## config.mk

```make
export PLATFORM = sky130hd
export DESIGN_NAME = seq_detector_param
export DESIGN_NICKNAME = d
export VERILOG_FILES = /design/src/rtl/seq_det_pkg.sv /design/src/rtl/seq_shift_window.sv /design/src/rtl/seq_detector_param.sv
export SDC_FILE = /design/constraint.sdc
export NUM_CORES = 1
export LEC_CHECK = 0
export BUFFER_PORTS_ARGS = -buffer_cell sky130_fd_sc_hd__buf_4
export CAP_MARGIN = 20
export CORE_ASPECT_RATIO = 0.75
export CORE_MARGIN = 4
export CORE_UTILIZATION = 30
export DETAILED_ROUTE_END_ITERATION = 16
export SLEW_MARGIN = 20
export SYNTH_ARGS = -nofsm -noshare
export SYNTH_HDL_FRONTEND = slang
export SYNTH_SLANG_ARGS = --single-unit
```

## constraint.sdc

```tcl
create_clock -name clk -period 3 [get_ports clk]
set_input_delay 0 -clock clk [delete_from_list [all_inputs] [get_ports clk]]
set_output_delay 0 -clock clk [all_outputs]
set_load 0.02 [all_outputs]
```

## src/rtl/seq_det_pkg.sv

```systemverilog
// Shared types for the serial pattern detector: FSM states and overlap modes.
package seq_det_pkg;

  typedef enum logic [1:0] {
    S_FILL = 2'd0,
    S_HUNT = 2'd1,
    S_HIT  = 2'd2
  } state_t;

  localparam int OVL_OFF = 0;
  localparam int OVL_ON  = 1;

endpackage

```

## src/rtl/seq_shift_window.sv

```systemverilog
// Serial shift window with saturating fill counter; restart discards the
// collected bits (a simultaneous shift counts as the first new bit).
module seq_shift_window #(
  parameter int SEQ_LEN = 4
) (
  input  logic               clk,
  input  logic               rst,
  input  logic               shift,
  input  logic               restart,
  input  logic               din,
  output logic [SEQ_LEN-1:0] window,
  output logic               full,
  output logic               almost_full
);

  localparam int CW = $clog2(SEQ_LEN + 1);
  localparam logic [CW-1:0] FULL_CNT = CW'(SEQ_LEN);
  localparam logic [CW-1:0] LAST_CNT = CW'(SEQ_LEN - 1);

  logic [CW-1:0] fill_reg;
  logic [CW-1:0] fill_next;

  always_comb begin
    fill_next = fill_reg;
    if (restart) begin
      fill_next = shift ? CW'(1) : '0;
    end else if (shift && (fill_reg != FULL_CNT)) begin
      fill_next = fill_reg + 1'b1;
    end
  end

  always_ff @(posedge clk or posedge rst) begin
    if (rst) begin
      window   <= '0;
      fill_reg <= '0;
    end else begin
      fill_reg <= fill_next;
      if (shift) begin
        window <= {window[SEQ_LEN-2:0], din};
      end
    end
  end

  assign full        = (fill_reg == FULL_CNT);
  assign almost_full = (fill_reg == LAST_CNT);

endmodule

```

## src/rtl/seq_detector_param.sv

```systemverilog
// Parameterised serial sequence detector with loadable pattern.
// Optional saturating match counter enabled by macro SEQ_DET_CNT_EN.
module seq_detector_param
  import seq_det_pkg::*;
#(
  parameter int                 SEQ_LEN     = 4,
  parameter logic [SEQ_LEN-1:0] RST_PATTERN = 4'b1011,
  parameter int                 OVERLAP     = OVL_OFF,
  parameter int                 CNT_W       = 8
) (
  input  logic               clk,
  input  logic               rst,
  input  logic               din_vld,
  input  logic               din,
  input  logic               pat_we,
  input  logic [SEQ_LEN-1:0] pat_i,
  output logic               match,
  output logic               busy
`ifdef SEQ_DET_CNT_EN
  ,
  input  logic               cnt_clr,
  output logic [CNT_W-1:0]   match_cnt
`endif
);

  state_t             state;
  state_t             state_next;
  logic [SEQ_LEN-1:0] pattern;
  logic [SEQ_LEN-1:0] window;
  logic [SEQ_LEN-1:0] window_next;
  logic               full;
  logic               almost_full;
  logic               shift;
  logic               restart;
  logic               hit;

  // A pattern load discards the bit presented in the same cycle.
  assign shift   = din_vld & ~pat_we;
  assign restart = pat_we | ((state == S_HIT) && (OVERLAP == OVL_OFF));

  seq_shift_window #(
    .SEQ_LEN(SEQ_LEN)
  ) u_window (
    .clk        (clk),
    .rst        (rst),
    .shift      (shift),
    .restart    (restart),
    .din        (din),
    .window     (window),
    .full       (full),
    .almost_full(almost_full)
  );

  assign window_next = {window[SEQ_LEN-2:0], din};
  assign hit = shift && !restart && (full || almost_full) && (window_next == pattern);

  always_comb begin
    state_next = state;
    if (pat_we) begin
      state_next = S_FILL;
    end else begin
      case (state)
        S_HIT: begin
          if (OVERLAP == OVL_OFF) begin
            state_next = S_FILL;
          end else if (din_vld) begin
            state_next = hit ? S_HIT : S_HUNT;
          end else begin
            state_next = S_HUNT;
          end
        end
        default: begin
          if (din_vld) begin
            if (hit) begin
              state_next = S_HIT;
            end else if (full || almost_full) begin
              state_next = S_HUNT;
            end else begin
              state_next = S_FILL;
            end
          end
        end
      endcase
    end
  end

  always_ff @(posedge clk or posedge rst) begin
    if (rst) begin
      state   <= S_FILL;
      pattern <= RST_PATTERN;
    end else begin
      state <= state_next;
      if (pat_we) begin
        pattern <= pat_i;
      end
    end
  end

  assign match = (state == S_HIT);
  assign busy  = (state == S_FILL);

`ifdef SEQ_DET_CNT_EN
  always_ff @(posedge clk or posedge rst) begin
    if (rst) begin
      match_cnt <= '0;
    end else if (cnt_clr) begin
      match_cnt <= '0;
    end else if (hit && (match_cnt != {CNT_W{1'b1}})) begin
      match_cnt <= match_cnt + 1'b1;
    end
  end
`endif

endmodule

```

==> results of run 1 <==
==> critical path, cell delays in order, from the launching register on <==
cell,delay [ps]
dfrtp_1,390
inv_1,90
ha_1,150
nand2_1,130
a211oi_4,250
nand3_2,100
a211oi_2,220
==> layer usage <==
layer | share of wire, % | track usage, %
met5 | 0 | 0
met4 | 1.2 | 3.30
met3 | 5.4 | 4.61
met2 | 46 | 12.9
met1 | 47 | 12.3
==> logic make-up (layout without fill, tap and decap cells) <==
logic type               Yosys count  after routing  synth area share, %
AND/OR/NAND/NOR                   25             25                 22.8
flip-flops                        12             12                 45.3
XOR/XNOR                           6              6                 7.84
multiplexers                       6              6                 9.70
buffers and inverters              5             25                 3.36
AO/OA/AOI/OAI                      4              4                 7.28
adder cells (fa/ha/maj)            2              2                 3.73
==> worst max-delay path by stage <==
| stage | startpoint | endpoint | slack [ps] | depth (start not counted) |
|---|---|---|---|---|
| 4_1_cts | u_window.fill_reg[0]$_DFFE_PP0P_ | state[1]$_DFFE_PP0P_ | 1570 | 6 |
| 3_3_place_gp | u_window.fill_reg[0]$_DFFE_PP0P_ | state[1]$_DFFE_PP0P_ | 1660 | 6 |
| 2_1_floorplan | u_window.fill_reg[0]$_DFFE_PP0P_ | state[1]$_DFFE_PP0P_ | 1710 | 6 |
| 6_report | u_window.fill_reg[0]$_DFFE_PP0P_ | state[1]$_DFFE_PP0P_ | 1590 | 6 |
| 3_5_place_dp | u_window.fill_reg[0]$_DFFE_PP0P_ | state[1]$_DFFE_PP0P_ | 1600 | 6 |
| 5_1_grt | u_window.fill_reg[0]$_DFFE_PP0P_ | state[1]$_DFFE_PP0P_ | 1470 | 6 |
==> placed cells by master (no fill, tap or decap), types with 2 or more instances in the layout <==
cell,Yosys,routed
nand2b_4,2,2
nand2_1,11,11
ha_1,2,2
mux2i_1,2,2
nor3_2,2,2
buf_4,0,10
inv_1,3,3
dlygate4sd3_1,0,7
dfrtp_1,9,9
dfstp_2,3,3
mux2_2,4,4
clkbuf_4,0,3
xor2_1,5,5
nor2_1,2,2
==> power by group through the flow <==
stage | combinational (mW) | sequential, mW | clock [mW]
3_5_place_dp | 0.0635 | 0.194 | 0
3_3_place_gp | 0.0629 | 0.193 | 0
2_1_floorplan | 0.0454 | 0.191 | 0
5_1_grt | 0.0782 | 0.193 | 0.139
4_1_cts | 0.0709 | 0.191 | 0.132
6_report | 0.0695 | 0.191 | 0.127
==> cell type report <==
| type | instances | area (sq um) |
|---|---|---|
| Timing Repair Buffer | 17 | 145 |
| Inverter | 4 | 17.5 |
| Sequential cell | 12 | 304 |
| Tap cell | 24 | 30.0 |
| Clock buffer | 4 | 36.3 |
| Multi-Input combinational cell | 43 | 344 |
| Fill cell | 205 | 1190 |
==> timing repair <==
item,4_1_cts,5_1_grt
setup endpoints to repair,0,0
hold endpoints to repair,15,0
hold buffers,7,0
==> out/metrics.yaml, run 1 <==
power_after_layout_mw: 0.387
clock_power_share_pct: 32.7
wl_mm: 1.19
yosysTopAreaCell: "dfrtp_1"
globalplace.congestion: 0.697
synth-edff-count: 0
ys.flop_type: "dfrtp_1"
timing.hold.worst.class: "in -> reg"
p_per_area_mw_per_mm2: 442
final_report_hold_violation_count: 0
total_switching_power_mw: 0.0982
yosys.cell_count.top_type: "nand2_1"
coreArea_sq_mm: 0.00207
endpoint_kind: "register"
area_delta_synth_final_pct: 30.8
reg2regPathDepth: 6
hold_slack_ps: 8.09
globalRouteTotalUtil_pct: 9.28
clk_pin_slew_worst_paths_ps: 70
fmaxAchievable_mhz: 711
min_period_ps: 1410
numPortBuffers: 10
cts-buffers-inserted: 3
number_of_global_route_vias_before_repair: 482
buffer_levels_on_the_longest_clock_path: 2
final_routed_drc_violation_total: 0
floorplan.rows: 14
seq_area_frac_synth_pct: 45.3
placedCellCount: 93
proportion_of_layout_cells_with_a_drive_suffix_above_1_pct: 40.0
setup.reg_to_reg.worst_slack_ps: 1590
cts_resized: 0
setup_viol_count_final: 0
final_core_util_pct: 42.4
r2r_endpoint: "state[1]$_DFFE_PP0P_"
drt-vias-per-instance: 4.58
antenna_violations_before_repair: 0
syn_inst: 60
critical_path.reg2reg.startpoint: "u_window.fill_reg[0]$_DFFE_PP0P_"
worstSetupPathType: "reg -> reg"
final.setup_skew_ps: 0.478
fin_tns_setup_ps: 0
largest_register_ffs: 4
hold_path_end: "state[1]$_DFFE_PP0P_"
wl_per_cell_um: 11.5
run_status: "finished, final reports clean"
ports: 11
synth.top_cell.area_share_pct: 33.6
ys_ff_latch: 12
postLayoutSetupSlackWorst_ps: 1590
holdCritStartpoint: "pat_we"
dp_hpwl_um: 906
stdcell_count: 104
postCtsSetupRepairBufs: 0
dieArea_sq_mm: 0.00306
async_reset_ff_share_pct: 100
crit_path_max_fanout: 3
grt_max_degree: 13
max_slew_headroom_pct: 67.8
p_int_mw: 0.289
worstSetupStartpointType: "register"
synthesis.area_per_instance_sq_um: 11.2
unrepaired_setup_endpoints_after_global_routing: "no"
place_worst_setup_slack_ps: 1600
worst_ep_required_time_ps: 3190
route.antenna.remaining_nets: 0
tritoncts_clock_tree: "yes"
worst_ir_drop_vdd_mv: 0.244
cts.sinks: 12
p_leak_nw: 0.392
share_seq_of_total_power_pct: 49.3
initial_core_util_pct: 32.4
htree_levels: 1
synthDistinctLibCells: 26
drt_pass1_iterations: 5
yosysWarningCount: 0
antenna_cells_inserted: 0
sw_frac_of_total_pct: 25.3
max_slew.worst_pin.slew_ps: 482
drv_slew: 0
dr.first_iter.drc_count: 13
min_path_cells: 2
netlist_area_sq_um: 671
power_frac_comb_pct: 17.9
synth_common_cells: "nand2_1, dfrtp_1, xor2_1"
finish.net_count: 92
insertion_delay_ps: 270
layout_worst_path_cycle_share_pct: 46.9
yosys-top-cells-area: "dfrtp_1, dfstp_2, mux2_2, xor2_1, nand2_1"
grt_pass1_wl_mm: 2.19
placedInstanceArea_sq_um: 771
globalRoute.totalOverflow: 0
die_w_um: 62.6
arrival_ps: 1590
finished_cell_area_sq_um: 877
clock_tree.root_cell: "clkbuf_4"
route.vias.total: 476
floorplan.die.height_um: 48.9
synthesis.nets: 71
maxCapViolCount: 0
No activity file was read; power rests on OpenSTA's default activity.
==> run 2: changes to the inputs <==
--- a/config.mk
+++ b/config.mk
@@ -5,6 +5,7 @@
 export SDC_FILE = /design/constraint.sdc
 export NUM_CORES = 1
 export LEC_CHECK = 0
+export ABC_AREA = 1
 export BUFFER_PORTS_ARGS = -buffer_cell sky130_fd_sc_hd__buf_4
 export CAP_MARGIN = 20
 export CORE_ASPECT_RATIO = 0.75
==> constraint.sdc (replaced) <==
create_clock -name clk -period 1.2 [get_ports clk]
set_input_delay 0 -clock clk [delete_from_list [all_inputs] [get_ports clk]]
set_output_delay 0 -clock clk [all_outputs]
set_load 0.02 [all_outputs]
==> run 2 against run 1 <==
First-iteration DRC count shrank 15%. Flip-flop and latch count is the same. Design area grew 0.43%. Combinational power grew to 2.6 times the previous value. Global-route usage is essentially flat. Via count grew 27%. Routed wire length grew 13%. Critical endpoint is now u_window.fill_reg[0]$_DFFE_PP0P_.
==> out/metrics.yaml, run 2 <==
area_delta_synth_final_pct: 27.1  # was 30.8%
worstPathCellList: "inv_1 > ha_2 > inv_1 > o21ai_1 > nand2_1 > nand2_1 > nand2_1"  # was inv_1 > ha_1 > nand2_1 > a211oi_4 > nand3_2 > a211oi_2
worst_ep_required_time_ps: 1360  # was 3190 ps
worstSetupPathType: "reg -> reg"  # unchanged
critical_path.max_stage_delay_ps: 410  # was 390 ps
final.setup_skew_ps: 12.6  # was 0.478 ps
yosysTopAreaCell: "dfrtp_1"  # unchanged
cts-buffers-inserted: 3  # unchanged
buffer_levels_on_the_longest_clock_path: 2  # unchanged
postLayoutSetupSlackWorst_ps: 59.4  # was 1590 ps
endpoint_kind: "register"  # unchanged
run_status: "finished, final reports clean"  # unchanged
netlist_area_sq_um: 693  # was 671 sq um
antenna_violations_before_repair: 0  # unchanged
critPathBufInv: 2  # was 1
syn_inst: 95  # was 60
floorplan.die.height_um: 49.6  # was 48.9 um
postCtsSetupRepairBufs: 0  # unchanged
placedInstanceArea_sq_um: 787  # was 771 sq um
fill_cells: 237  # was 205
ys.flop_type: "dfrtp_1"  # unchanged
synthesis.area_per_instance_sq_um: 7.30  # was 11.2 sq um
layout_worst_path_cycle_share_pct: 95.1  # was 46.9%
seq_area_frac_synth_pct: 43.9  # was 45.3%
grt_pass1_wl_mm: 2.27  # was 2.19 mm
ys_ff_latch: 12  # unchanged
htree_levels: 1  # unchanged
setup_viol_count_final: 0  # unchanged
final_routed_drc_violation_total: 0  # unchanged
maxCapViolCount: 0  # unchanged
drt_pass1_iterations: 4  # was 5
die_w_um: 63.5  # was 62.6 um
crit_path_max_fanout: 4  # was 3
worstSetupStartpointType: "register"  # unchanged
globalRoute.totalOverflow: 0  # unchanged
number_of_global_route_vias_before_repair: 516  # was 482
fmaxAchievable_mhz: 877  # was 711 MHz
finish.net_count: 126  # was 92
crit_slowest_cell: "dfrtp_1"  # unchanged
hold_slack_ps: 32.8  # was 8.09 ps
coreArea_sq_mm: 0.00210  # was 0.00207 sq mm
synthDistinctLibCells: 16  # was 26
route.antenna.remaining_nets: 0  # unchanged
grt_max_degree: 13  # unchanged
yosys-top-cells-area: "dfrtp_1, nand2_1, dfstp_2, inv_1, o21ai_0"  # was dfrtp_1, dfstp_2, mux2_2, xor2_1, nand2_1
critPathTopFamily: "flip-flops"  # was compound AO/OA/AOI/OAI gates
globalplace.congestion: 0.706  # was 0.697
arrival_ps: 1300  # was 1590 ps
dieArea_sq_mm: 0.00315  # was 0.00306 sq mm
p_leak_nw: 0.460  # was 0.392 nW
insertion_delay_ps: 270  # about the same
clock_tree.root_cell: "clkbuf_4"  # unchanged
antenna_cells_inserted: 0  # unchanged
dr.first_iter.drc_count: 11  # was 13
clk_pin_slew_worst_paths_ps: 70  # about the same
largest_register_ffs: 4  # unchanged
drv_slew: 0  # unchanged
ports: 11  # unchanged
fin_tns_setup_ps: 0  # unchanged
numPortBuffers: 10  # unchanged
yosysWarningCount: 0  # unchanged
yosys.cell_count.top_type: "nand2_1"  # unchanged
tritoncts_clock_tree: "yes"  # unchanged
route.vias.total: 604  # was 476
synth_common_cells: "nand2_1, inv_1, dfrtp_1"  # was nand2_1, dfrtp_1, xor2_1
synth-edff-count: 0  # unchanged
globalRouteTotalUtil_pct: 9.31  # was 9.28%
floorplan.rows: 14  # unchanged
dp_hpwl_mm: 1.01  # was 906 um
final_report_hold_violation_count: 0  # unchanged
proportion_of_layout_cells_with_a_drive_suffix_above_1_pct: 21.9  # was 40.0%
final_common_cell: "nand2_1"  # unchanged
initial_core_util_pct: 33.0  # was 32.4%
max_slew.worst_pin.slew_ps: 480  # was 482 ps
wl_per_cell_um: 9.73  # was 11.5 um
p_per_area_mw_per_mm2: 1040  # was 442 mW/mm^2
wl_mm: 1.34  # was 1.19 mm
unrepaired_setup_endpoints_after_global_routing: "no"  # unchanged
cts.sinks: 12  # unchanged
layout_common_cells: "nand2_1, inv_1, buf_4"  # was nand2_1, buf_4, dfrtp_1
critical_path.most_common_cell: "nand2_1"
max_slew_headroom_pct: 67.9  # was 67.8%
finished_cell_area_sq_um: 881  # was 877 sq um
synthesis.nets: 106  # was 71
timing.hold.worst.class: "in -> reg"  # unchanged
place_worst_setup_slack_ps: 56.2  # was 1600 ps
async_reset_ff_share_pct: 100  # unchanged
worst_ir_drop_vdd_mv: 0.497  # was 0.244 mV
drt-vias-per-instance: 4.38  # was 4.58
min_period_ps: 1140  # was 1410 ps
synth.top_cell.area_share_pct: 32.5  # was 33.6%
-- run 2: cell types whose count changed in the layout (fill, tap and decap cells not counted), moves of 2 or more --
cell,change
nand2_1,+24
inv_1,+14
o21ai_0,+8
xor2_1,-5
mux2_2,-4
nand3_1,+4
inv_2,+2
mux2i_1,-2
nand2b_4,-2
nor2_1,+2
nor3_2,-2
o21ai_1,+2
-- run 2: area by class of cell --
class | count | area (sq um) | share of cell area [%]
flip-flops and latches | 12 | 304 | 34.5
multi-input cells | 62 | 303 | 34.4
repair buffers | 16 | 135 | 15.3
inverters | 20 | 82.6 | 9.37
well taps | 24 | 30.0 | 3.41
clock buffers | 4 | 26.3 | 2.98
-- run 2: power breakdown --
group | internal, mW | switching (mW) | leakage (nW)
clock network | 0.129 | 0.135 | 0.0150
logic | 0.0804 | 0.102 | 0.295
registers | 0.446 | 0.0232 | 0.150
-- run 2: worst register-to-register path, cell delays in order, from the launching register on --
cell and delay (ps):
dfrtp_1 410, inv_1 70, ha_2 180, inv_1 50, o21ai_1 110, nand2_1 90
nand2_1 70, nand2_1 50
-- run 2: cells by family (layout without fill, tap and decap cells) --
| kind of cell | Yosys count | after routing | synth area share, % |
|---|---|---|---|
| simple gates | 49 | 49 | 30.5 |
| buf+inv | 21 | 40 | 13.5 |
| compound gates | 11 | 11 | 8.48 |
| fa+ha+maj | 2 | 2 | 3.61 |
| flops | 12 | 12 | 43.9 |
-- run 2: through the flow --
| stage | utilization, % | power [mW] | std cells |
|---|---|---|---|
| floorplan | - | 0.593 | 95 |
| global placement | 37.4 | 0.636 | 128 |
| detailed placement | 37.4 | 0.642 | 128 |
| CTS | 41.5 | 0.930 | 138 |
| global route | 41.9 | 0.982 | 138 |
| finish | 41.9 | 0.915 | 138 |
-- run 2: worst paths after layout --
path | startpoint | end | slack (ps) | depth (start not counted)
hold / removal | din | u_window.window[0]$_DFFE_PP0N_ | 30 | 3
min in group asynchronous | rst | u_window.window[1]$_DFFE_PP0N_ | 290 | 3
max in group asynchronous | rst | pattern[1]$_DFFE_PP1P_ | 550 | 3
hold reg to reg | pattern[0]$_DFFE_PP1P_ | pattern[0]$_DFFE_PP1P_ | 500 | 2
setup / recovery | u_window.fill_reg[0]$_DFFE_PP0P_ | u_window.fill_reg[0]$_DFFE_PP0P_ | 60 | 7
setup reg to reg | u_window.fill_reg[0]$_DFFE_PP0P_ | u_window.fill_reg[0]$_DFFE_PP0P_ | 60 | 7
-- run 2: what timing repair did --
action | in CTS | in global routing
setup endpoints to repair | 0 | 4
gates resized for setup | 0 | 3
hold buffers | 6 | 0
endpoints found under the hold margin | 13 | 0
-- run 2: metal layers --
layer | routed length (um) | share of wire (%) | global-route usage [%]
met2 | 575 | 43 | 12.8
met5 | 0 | 0 | 0
met1 | 686 | 51 | 12.6
met3 | 70 | 5.2 | 4.32
met4 | 10 | 0.74 | 3.23
==> run 3: changes to the inputs <==
--- a/config.mk
+++ b/config.mk
@@ -12,6 +12,7 @@
 export CORE_MARGIN = 4
 export CORE_UTILIZATION = 30
 export DETAILED_ROUTE_END_ITERATION = 16
+export PLACE_DENSITY = 0.45
 export SLEW_MARGIN = 20
 export SYNTH_ARGS = -nofsm -noshare
 export SYNTH_HDL_FRONTEND = slang
==> run 3 against run 2 <==
Non-clock buffer count is the same. Power grew 0.81%. Clock power shrank 2%. Largest cell class is now multi-input gates. Sequential power is essentially flat.
==> out/metrics.yaml, run 3 (synthesis results as in run 2) <==
buffer_levels_on_the_longest_clock_path: 2  # unchanged
htree_levels: 1  # unchanged
wl_per_cell_um: 9.45  # was 9.73 um
fin_tns_setup_ps: 0  # unchanged
final_report_hold_violation_count: 0  # unchanged
final.setup_skew_ps: 2.42  # was 12.6 ps
drv_slew: 0  # unchanged
number_of_global_route_vias_before_repair: 492  # was 516
postLayoutSetupSlackWorst_ps: 87.4  # was 59.4 ps
min_period_ps: 1110  # was 1140 ps
globalRouteTotalUtil_pct: 9.36  # was 9.31%
numPortBuffers: 10  # unchanged
dieArea_sq_mm: 0.00315  # unchanged
worstSetupStartpointType: "register"  # unchanged
final_routed_drc_violation_total: 0  # unchanged
globalRoute.totalOverflow: 0  # unchanged
max_slew.worst_pin.slew_ps: 482  # was 480 ps
drt-vias-per-instance: 4.09  # was 4.38
power_after_layout_mw: 0.922  # was 0.915 mW
arrival_ps: 1280  # was 1300 ps
grt_max_degree: 13  # unchanged
worst_ir_drop_vdd_mv: 0.666  # was 0.497 mV
fmaxAchievable_mhz: 899  # was 877 MHz
fill_cells: 222  # was 237
min_path_cells: 3  # unchanged
maxCapViolCount: 0  # unchanged
grt_pass1_wl_mm: 2.30  # was 2.27 mm
antenna_cells_inserted: 0  # unchanged
floorplan.die.height_um: 49.6  # unchanged
p_per_area_mw_per_mm2: 1030  # was 1040 mW/mm^2
dp_hpwl_mm: 1.00  # was 1.01 mm
crit_slowest_cell: "dfstp_2"  # was dfrtp_1
dr.first_iter.drc_count: 36  # was 11
critical_path.max_stage_delay_ps: 530  # was 410 ps
tritoncts_clock_tree: "yes"  # unchanged
globalplace.congestion: 0.727  # was 0.706
wl_mm: 1.30  # was 1.34 mm
die_w_um: 63.5  # unchanged
drt_pass1_iterations: 4  # unchanged
critical_path.most_common_cell: "nand2_1"  # unchanged
worst_ep_required_time_ps: 1360  # about the same
worstPathCellList: "inv_1 > nand2_1 > nand2_1 > nor2_1 > nand2_1 > nand2_1 > nand2_1"  # was inv_1 > ha_2 > inv_1 > o21ai_1 > nand2_1 > nand2_1 > nand2_1
proportion_of_layout_cells_with_a_drive_suffix_above_1_pct: 25.4  # was 21.9%
hold_slack_ps: 29.4  # was 32.8 ps
place_worst_setup_slack_ps: 28.0  # was 56.2 ps
clock_tree.root_cell: "clkbuf_4"  # unchanged
floorplan.rows: 14  # unchanged
endpoint_kind: "register"  # unchanged
placedCellCount: 128  # unchanged
largest_register_ffs: 4  # unchanged
final_common_cell: "nand2_1"  # unchanged
p_leak_nw: 0.460  # about the same
final_core_util_pct: 42.6  # was 41.9%
clk_pin_slew_worst_paths_ps: 70  # about the same
crit_path_max_fanout: 2  # was 4
setup_viol_count_final: 0  # unchanged
placedInstanceArea_sq_um: 787  # unchanged
run_status: "finished, final reports clean"  # unchanged
insertion_delay_ps: 270  # about the same
route.vias.total: 564  # was 604
worstSetupPathType: "reg -> reg"  # unchanged
coreArea_sq_mm: 0.00210  # unchanged
stdcell_count: 138  # unchanged
initial_core_util_pct: 33.0  # unchanged
finish.net_count: 126  # unchanged
layout_worst_path_cycle_share_pct: 92.7  # was 95.1%
route.antenna.remaining_nets: 0  # unchanged
finished_cell_area_sq_um: 896  # was 881 sq um
timing.hold.worst.class: "in -> reg"  # unchanged
area_delta_synth_final_pct: 29.2  # was 27.1%
max_slew_headroom_pct: 67.9  # about the same
cts.sinks: 12  # unchanged
ports: 11  # unchanged
layout_common_cells: "nand2_1, inv_1, buf_4"  # unchanged
reg2regPathDepth: 7  # unchanged
postCtsSetupRepairBufs: 0  # unchanged
antenna_violations_before_repair: 0  # unchanged
cts-buffers-inserted: 3  # unchanged
unrepaired_setup_endpoints_after_global_routing: "yes"  # was no
[run 3: metal layers]
metal  share of wire [%]  GRT usage [%]  up-vias
met4                   0           1.08        0
met5                   0              0        -
li1                    -              -      324
met1                  59           14.3      232
met3                 3.8           4.77        0
met2                  38           11.6        8
[run 3: critical path: cells and delay by family, from the launching register on]
family        cells  cell delay, ps
flops             1             530
buf+inv           1              50
simple gates      6             440
[run 3: power breakdown]
part / switching (mW) / internal, mW / total, mW / leakage [nW]
sequential: 0.0255 / 0.446 / 0.471 / 0.150
clock: 0.129 / 0.129 / 0.258 / 0.0150
combinational: 0.108 / 0.0855 / 0.193 / 0.296
total: 0.263 / 0.660 / 0.922 / 0.460
[run 3: layout make-up]
cell class	instances	area [sq um]	share of cell area, %
multi-input cells	62	318	35.5
flip-flops and latches	12	304	33.9
repair buffers	16	135	15.1
inverters	20	82.6	9.22
well taps	24	30.0	3.35
clock buffers	4	26.3	2.93
[run 3: path summary, 6_finish.rpt]
kind	startpoint	end	slack (ps)
max	pattern[3]$_DFFE_PP1P_	state[0]$_DFFE_PP0P_	90
min	din	u_window.window[0]$_DFFE_PP0N_	30
max reg2reg	pattern[3]$_DFFE_PP1P_	state[0]$_DFFE_PP0P_	90
min reg2reg	pattern[3]$_DFFE_PP1P_	pattern[3]$_DFFE_PP1P_	500
max in group asynchronous	rst	pattern[1]$_DFFE_PP1P_	550
min in group asynchronous	rst	u_window.fill_reg[0]$_DFFE_PP0P_	300
[run 3: repair_timing]
item	in CTS	in global routing
gates resized for setup	0	8
setup endpoints to repair	0	5
hold buffers	6	0
endpoints found under the hold margin	13	0
